$ cat config.mk
export PLATFORM = sky130hd
export DESIGN_NAME = uart_image_loader
export DESIGN_NICKNAME = d
export VERILOG_FILES = /design/src/rtl/img_loader_pkg.sv /design/src/rtl/uart_rx.sv /design/src/rtl/uart_image_loader.sv
export SDC_FILE = /design/constraint.sdc
export NUM_CORES = 1
export LEC_CHECK = 0
export BUFFER_PORTS_ARGS = -buffer_cell sky130_fd_sc_hd__buf_2
export CORE_MARGIN = 2
export CORE_UTILIZATION = 55
export CTS_CLUSTER_DIAMETER = 30
export DETAILED_ROUTE_END_ITERATION = 10
export PLACE_DENSITY = 0.83
export SYNTH_ARGS = -nofsm -noshare
export SYNTH_HDL_FRONTEND = slang
export SYNTH_HIERARCHICAL = 1
export SYNTH_SLANG_ARGS = --single-unit
export TNS_END_PERCENT = 20
$ cat constraint.sdc
create_clock -name clk -period 2.68 [get_ports clk]
set_input_delay 0.536 -clock clk [delete_from_list [all_inputs] [get_ports clk]]
set_output_delay 0.536 -clock clk [all_outputs]
set_load 0.02 [all_outputs]
$ cat src/rtl/img_loader_pkg.sv
// Shared types and defaults for the UART image loader: loader/receiver state
// encodings, frame buffer geometry and the start-of-frame marker.
package img_loader_pkg;

    localparam int unsigned DEF_ADDR_W     = 17;
    localparam int unsigned DEF_DATA_W     = 12;
    localparam int unsigned DEF_IMG_PIXELS = 76_800;
    localparam logic [7:0]  DEF_SYNC_BYTE  = 8'hA5;

    typedef enum logic [1:0] {
        LD_IDLE,
        LD_HI,
        LD_LO
    } ld_state_t;

    typedef enum logic [1:0] {
        RX_IDLE,
        RX_START,
        RX_DATA,
        RX_STOP
    } rx_state_t;

endpackage

$ cat src/rtl/uart_rx.sv
// UART 8N1 receiver: two-flop synchroniser, falling-edge start detection with a
// mid-bit glitch check, centre sampling, one-cycle valid / framing-error pulses.
module uart_rx
    import img_loader_pkg::*;
#(
    parameter int unsigned CLKS_PER_BIT = 868
) (
    input  logic       clk,
    input  logic       rst,
    input  logic       rx,
    output logic [7:0] data,
    output logic       rx_valid,
    output logic       rx_ferr
);

    localparam int unsigned CNT_W = $clog2(CLKS_PER_BIT + 1);
    localparam int unsigned HALF  = CLKS_PER_BIT / 2;

    logic             r_sync1, r_sync2, r_rx_prev;
    rx_state_t        r_state, w_state_nxt;
    logic [CNT_W-1:0] r_cnt, w_cnt_nxt;
    logic [2:0]       r_bit, w_bit_nxt;
    logic [7:0]       r_shift, w_shift_nxt;
    logic [7:0]       r_data, w_data_nxt;
    logic             r_valid, w_valid_nxt;
    logic             r_ferr, w_ferr_nxt;

    // Synchroniser resets to the idle-high line level so reset never looks like a start edge
    always_ff @(posedge clk or posedge rst) begin
        if (rst) begin
            r_sync1   <= 1'b1;
            r_sync2   <= 1'b1;
            r_rx_prev <= 1'b1;
        end else begin
            r_sync1   <= rx;
            r_sync2   <= r_sync1;
            r_rx_prev <= r_sync2;
        end
    end

    always_ff @(posedge clk or posedge rst) begin
        if (rst) begin
            r_state <= RX_IDLE;
            r_cnt   <= '0;
            r_bit   <= '0;
            r_shift <= '0;
            r_data  <= '0;
            r_valid <= 1'b0;
            r_ferr  <= 1'b0;
        end else begin
            r_state <= w_state_nxt;
            r_cnt   <= w_cnt_nxt;
            r_bit   <= w_bit_nxt;
            r_shift <= w_shift_nxt;
            r_data  <= w_data_nxt;
            r_valid <= w_valid_nxt;
            r_ferr  <= w_ferr_nxt;
        end
    end

    always_comb begin
        w_state_nxt = r_state;
        w_cnt_nxt   = '0;
        w_bit_nxt   = r_bit;
        w_shift_nxt = r_shift;
        w_data_nxt  = r_data;
        w_valid_nxt = 1'b0;
        w_ferr_nxt  = 1'b0;
        case (r_state)
            RX_IDLE: begin
                // Edge (not level) detection: a line left low after a framing error cannot retrigger
                if (r_rx_prev && !r_sync2) w_state_nxt = RX_START;
            end
            RX_START: begin
                if (r_cnt == CNT_W'(HALF - 1)) begin
                    w_state_nxt = r_sync2 ? RX_IDLE : RX_DATA;
                    w_bit_nxt   = '0;
                end else begin
                    w_cnt_nxt = r_cnt + CNT_W'(1);
                end
            end
            RX_DATA: begin
                if (r_cnt == CNT_W'(CLKS_PER_BIT - 1)) begin
                    w_shift_nxt = {r_sync2, r_shift[7:1]};
                    w_bit_nxt   = r_bit + 3'd1;
                    if (r_bit == 3'd7) w_state_nxt = RX_STOP;
                end else begin
                    w_cnt_nxt = r_cnt + CNT_W'(1);
                end
            end
            RX_STOP: begin
                if (r_cnt == CNT_W'(CLKS_PER_BIT - 1)) begin
                    w_state_nxt = RX_IDLE;
                    if (r_sync2) begin
                        w_valid_nxt = 1'b1;
                        w_data_nxt  = r_shift;
                    end else begin
                        w_ferr_nxt = 1'b1;
                    end
                end else begin
                    w_cnt_nxt = r_cnt + CNT_W'(1);
                end
            end
            default: w_state_nxt = RX_IDLE;
        endcase
    end

    assign data     = r_data;
    assign rx_valid = r_valid;
    assign rx_ferr  = r_ferr;

endmodule

$ cat src/rtl/uart_image_loader.sv
// Loads an RGB444 frame received over UART into the frame buffer write port:
// sync byte, then hi/lo byte pairs packed into sequential pixel writes.
module uart_image_loader
    import img_loader_pkg::*;
#(
    parameter int unsigned CLK_FREQ    = 100_000_000,
    parameter int unsigned BAUD        = 115_200,
    parameter int unsigned IMG_PIXELS  = DEF_IMG_PIXELS,
    parameter int unsigned ADDR_W      = DEF_ADDR_W,
    parameter int unsigned DATA_W      = DEF_DATA_W,
    parameter logic [7:0]  SYNC_BYTE   = DEF_SYNC_BYTE,
    parameter int unsigned TIMEOUT_CYC = CLK_FREQ / 100
) (
    input  logic              clk,
    input  logic              rst,
    input  logic              rx,
    output logic              bram_we,
    output logic [ADDR_W-1:0] bram_addr,
    output logic [DATA_W-1:0] bram_din,
    output logic              busy,
    output logic              frame_done,
    output logic              frame_err
);

    localparam int unsigned CLKS_PER_BIT = CLK_FREQ / BAUD;
    localparam int unsigned GAP_W        = $clog2(TIMEOUT_CYC + 1);

    logic [7:0] w_rx_data;
    logic       w_rx_valid, w_rx_ferr;

    uart_rx #(.CLKS_PER_BIT(CLKS_PER_BIT)) u_rx (
        .clk      (clk),
        .rst      (rst),
        .rx       (rx),
        .data     (w_rx_data),
        .rx_valid (w_rx_valid),
        .rx_ferr  (w_rx_ferr)
    );

    ld_state_t         r_state, w_state_nxt;
    logic [3:0]        r_hi, w_hi_nxt;
    logic [ADDR_W-1:0] r_cnt, w_cnt_nxt;
    logic [GAP_W-1:0]  r_gap, w_gap_nxt;
    logic              r_we, w_we_nxt;
    logic [ADDR_W-1:0] r_addr, w_addr_nxt;
    logic [DATA_W-1:0] r_din, w_din_nxt;
    logic              r_busy, r_done, w_done_nxt, r_err, w_err_nxt;

    always_ff @(posedge clk or posedge rst) begin
        if (rst) begin
            r_state <= LD_IDLE;
            r_hi    <= '0;
            r_cnt   <= '0;
            r_gap   <= '0;
            r_we    <= 1'b0;
            r_addr  <= '0;
            r_din   <= '0;
            r_busy  <= 1'b0;
            r_done  <= 1'b0;
            r_err   <= 1'b0;
        end else begin
            r_state <= w_state_nxt;
            r_hi    <= w_hi_nxt;
            r_cnt   <= w_cnt_nxt;
            r_gap   <= w_gap_nxt;
            r_we    <= w_we_nxt;
            r_addr  <= w_addr_nxt;
            r_din   <= w_din_nxt;
            r_busy  <= (w_state_nxt != LD_IDLE);
            r_done  <= w_done_nxt;
            r_err   <= w_err_nxt;
        end
    end

    // Byte reception takes priority over a framing error or a coincident timeout
    always_comb begin
        w_state_nxt = r_state;
        w_hi_nxt    = r_hi;
        w_cnt_nxt   = r_cnt;
        w_gap_nxt   = '0;
        w_we_nxt    = 1'b0;
        w_addr_nxt  = r_addr;
        w_din_nxt   = r_din;
        w_done_nxt  = 1'b0;
        w_err_nxt   = 1'b0;
        case (r_state)
            LD_IDLE: begin
                if (w_rx_valid && (w_rx_data == SYNC_BYTE)) begin
                    w_state_nxt = LD_HI;
                    w_cnt_nxt   = '0;
                end
            end
            LD_HI, LD_LO: begin
                w_gap_nxt = r_gap + GAP_W'(1);
                if (w_rx_valid) begin
                    w_gap_nxt = '0;
                    if (r_state == LD_HI) begin
                        w_hi_nxt    = w_rx_data[3:0];
                        w_state_nxt = LD_LO;
                    end else begin
                        w_we_nxt   = 1'b1;
                        w_addr_nxt = r_cnt;
                        w_din_nxt  = DATA_W'({r_hi, w_rx_data});
                        if (r_cnt == ADDR_W'(IMG_PIXELS - 1)) begin
                            w_done_nxt  = 1'b1;
                            w_cnt_nxt   = '0;
                            w_state_nxt = LD_IDLE;
                        end else begin
                            w_cnt_nxt   = r_cnt + ADDR_W'(1);
                            w_state_nxt = LD_HI;
                        end
                    end
                end else if (w_rx_ferr || (r_gap == GAP_W'(TIMEOUT_CYC - 1))) begin
                    w_gap_nxt   = '0;
                    w_err_nxt   = 1'b1;
                    w_state_nxt = LD_IDLE;
                end
            end
            default: w_state_nxt = LD_IDLE;
        endcase
    end

    assign bram_we    = r_we;
    assign bram_addr  = r_addr;
    assign bram_din   = r_din;
    assign busy       = r_busy;
    assign frame_done = r_done;
    assign frame_err  = r_err;

endmodule

==> impl_metrics.tcl <==
set metrics [dict create \
    placed_area_um2 5415 \
    critPathLaunch "u_rx/data[3]$_DFFE_PP0P_" \
    netlist_instances 502 \
    drv_cap 0 \
    dp_hpwl_um 6895 \
    io_buffers 35 \
    routed.top_layer "met4" \
    synth_fa_ha_area_share_pct 2.203 \
    yosysTopAreaCellShare_pct 53.37 \
    start_util_pct 56.11 \
    dr_wl_met3_um 257 \
    synth_compound_area_share_pct 7.368 \
    ys_seq_elements 112 \
    hp-class "in -> async" \
    synth_top_area_cell "dfrtp_1" \
    route.layer.met1.wl_um 4374 \
    viasPerCell 5.646 \
    hold_viol 0 \
    fin_tns_setup_ps 0 \
    wirelength_um 9880 \
    ios 36 \
    wl_met2_um 5055 \
    final_area_um2 5618 \
    synth_top_family_by_area "simple AND/OR/NAND/NOR gates" \
    cp-end-kind "flip-flop" \
    cts.clk_slew.worst_paths_ps 110 \
    clkSinkCount 112 \
    maxSlewViolCount 0 \
    synth_edf_count 0 \
    rsz0062_at_grt "false" \
    grt.total_usage_pct 21.51 \
    routabilityCongestion 0.8868 \
    grt_max_degree 34 \
    synth_async_sr_flop_share_pct 100.0 \
    h-tree-depth 3 \
    irDropWorstVdd_mv 0.3902 \
    ys_seq_area_share_pct 54.91 \
    rr_worst_depth 5 \
    setup_viol_count_final 0 \
    die_y_um 100.4 \
    rows 35 \
    r2r_start "u_rx/data[3]$_DFFE_PP0P_" \
    nFillCells 767 \
    outcome "completed" \
    reg2reg_slack_ps 410 \
    synth_nets 514 \
    clockBufferDepth 2 \
    fin_hold_ws_ps 184.0 \
    yosysWarnings 6 \
    multiInputGateArea_um2 2162 \
    cts_resized 0 \
    regArea_um2 2806 \
    drc 0 \
    netlist_area_um2 5111 \
    worstSkewPairLatency_ps 380 \
    grt_pass1_vias 3729 \
    synth_most_common_cell "nand2_1" \
    diodes 0 \
    total_power_mw 3.031 \
    startpoint_type "flip-flop" \
    grt_pass1_wl_um 17240 \
    powerDensity_nw_per_um2 539.4 \
    ant_nets 0 \
    final_nets 550 \
    path_class "reg -> reg" \
    cts_buffers 9 \
    power_frac_comb_pct 6.4 \
    area.growth.synth_to_final_pct 9.914 \
    swShare_pct 24.46 \
    antenna_found_initial 0 \
    postSynthAreaPerCell_um2 10.18 \
    synth_xor_area_share_pct 4.113 \
    leakage_nw 2.700 \
    max_slew_margin_pct 52.22 \
    vias 3687 \
    synthMuxAreaShare_pct 4.602 \
    synth.distinct_cells 62 \
    worstPathRequired_ps 2990 \
    cp_max_fo 21 \
    r2r-end "r_cnt[9]$_DFFE_PP0P_" \
    fin_skew_ps 14.10 \
    grt_overflow 0 \
    dieWidth_um 100.4 \
    yosys-top-cells-area "dfrtp_1, nand2_1, mux2_2, nor2_1, xnor2_1" \
    synth_simple_gate_area_share_pct 23.92 \
    cts_setup_buffers 0 \
    coreArea_um2 9109 \
    drive_gt1_share_pct 17.53 \
    cts_root_buffer "clkbuf_8" \
    cts_tree "built" \
    power.share.clock_pct 33.7 \
    timing.final.crit_share_pct 84.84 \
    cp.arrival_ps 2580 \
    dieArea_um2 10080 \
    internal_power_mw 2.289 \
    p_sw_mw 0.7412 \
    first_pass_iters 7 \
    sequentialPowerShare_pct 59.9 \
    ys.flop_type "dfrtp_1" \
    cts_hold_buffers 0 \
    ys_top_cells_by_count "nand2_1, dfrtp_1, nor2_1, nand3_1, mux2_2" \
    drt_iter0_drc 194 \
    wl_per_cell_um 15.13 \
    worst_slew_pin_slew_ps 715.8 \
    fmax_ghz 0.4398 \
    period_needed_ps 2274 \
]
[kinds of logic (layout without fill, tap and decap cells)]
kind of cell	count (synthesis)	after routing
XOR/XNOR	24	24
buffers and inverters	32	72
flip-flops	112	112
AO/OA/AOI/OAI	53	53
multiplexers	21	21
AND/OR/NAND/NOR	251	251
adder cells (fa/ha/maj)	9	9
[metrics by stage]
step | util, % | cells | worst slack (ps)
2_1_floorplan | - | 502 | 205.7
3_3_place_gp | 59.45 | 638 | 513.7
3_5_place_dp | 59.45 | 638 | 420.1
4_1_cts | 61.68 | 653 | 404.1
5_1_grt | 61.68 | 653 | 255.0
6_report | 61.68 | 653 | 406.2
[routing by layer]
layer	global-route usage, %	vias up
met1	26.60	1812
met4	8.641	0
li1	-	1794
met2	36.76	63
met3	4.735	18
met5	0	-
[power groups by stage]
stage               Clock (mW)  Sequential (mW)  Combinational, mW
floorplan                    0             1.83              0.152
global placement             0             1.84              0.184
detailed placement           0             1.85              0.197
CTS                       1.05             1.81              0.197
global route              1.12             1.83              0.225
finish                    1.02             1.81              0.194
[final cells by class]
type | count | area share, %
Inverter | 12 | 0.8018
Clock buffer | 10 | 2.450
Sequential cell | 112 | 49.96
Tap cell | 111 | 2.472
Clock inverter | 5 | 1.158
Multi-Input combinational cell | 358 | 38.49
Timing Repair Buffer | 45 | 4.677
[worst max-delay path: stages (launching register included)]
cell	delay [ps]
dfrtp_1	420
or3b_4	430
o31ai_4	300
nand2_2	320
or4_1	580
a21oi_1	160
[worst max path at each step]
stage | to | slack [ps] | depth (start not counted)
2_1_floorplan | bram_addr[0]$_DFFE_PP0P_ | 210 | 1
3_3_place_gp | u_rx/r_shift[0]$_DFFE_PP0P_ | 510 | 6
3_5_place_dp | u_rx/r_shift[5]$_DFFE_PP0P_ | 420 | 6
4_1_cts | r_cnt[7]$_DFFE_PP0P_ | 400 | 5
5_1_grt | u_rx/r_shift[6]$_DFFE_PP0P_ | 250 | 6
6_report | r_cnt[9]$_DFFE_PP0P_ | 410 | 5
[flip-flops by register name (all words and copies together) (netlist names), named ones only]
signal	count
u_rx/data	8
u_rx/r_bit	3
busy	1
r_state	2
frame_done	1
u_rx/r_sync1	1
r_gap	20
u_rx/r_cnt	10
r_hi	4
u_rx/rx_valid	1
u_rx/r_sync2	1
frame_err	1
u_rx/r_shift	8
bram_we	1
u_rx/r_rx_prev	1
u_rx/r_state	1
u_rx/rx_ferr	1
r_cnt	17
bram_addr	17
bram_din	12
[cells in the final DEF (no fill, tap or decap), drive strengths merged, types with 5 or more instances in the layout]
master | netlist | layout
nand2 | 111 | 111
dfrtp | 109 | 109
nor2 | 46 | 46
buf | 6 | 45
mux2 | 20 | 20
o21ai | 19 | 19
nand3 | 17 | 17
xnor2 | 13 | 13
inv | 12 | 13
nand4 | 12 | 12
xor2 | 11 | 11
o31ai | 11 | 11
clkbuf | 14 | 10
ha | 9 | 9
a21oi | 8 | 8
or3 | 7 | 7
or4 | 7 | 7
nor3 | 6 | 6
nor4 | 5 | 5
nand2b | 5 | 5
and4 | 5 | 5
No activity file was read; power rests on OpenSTA's default activity.
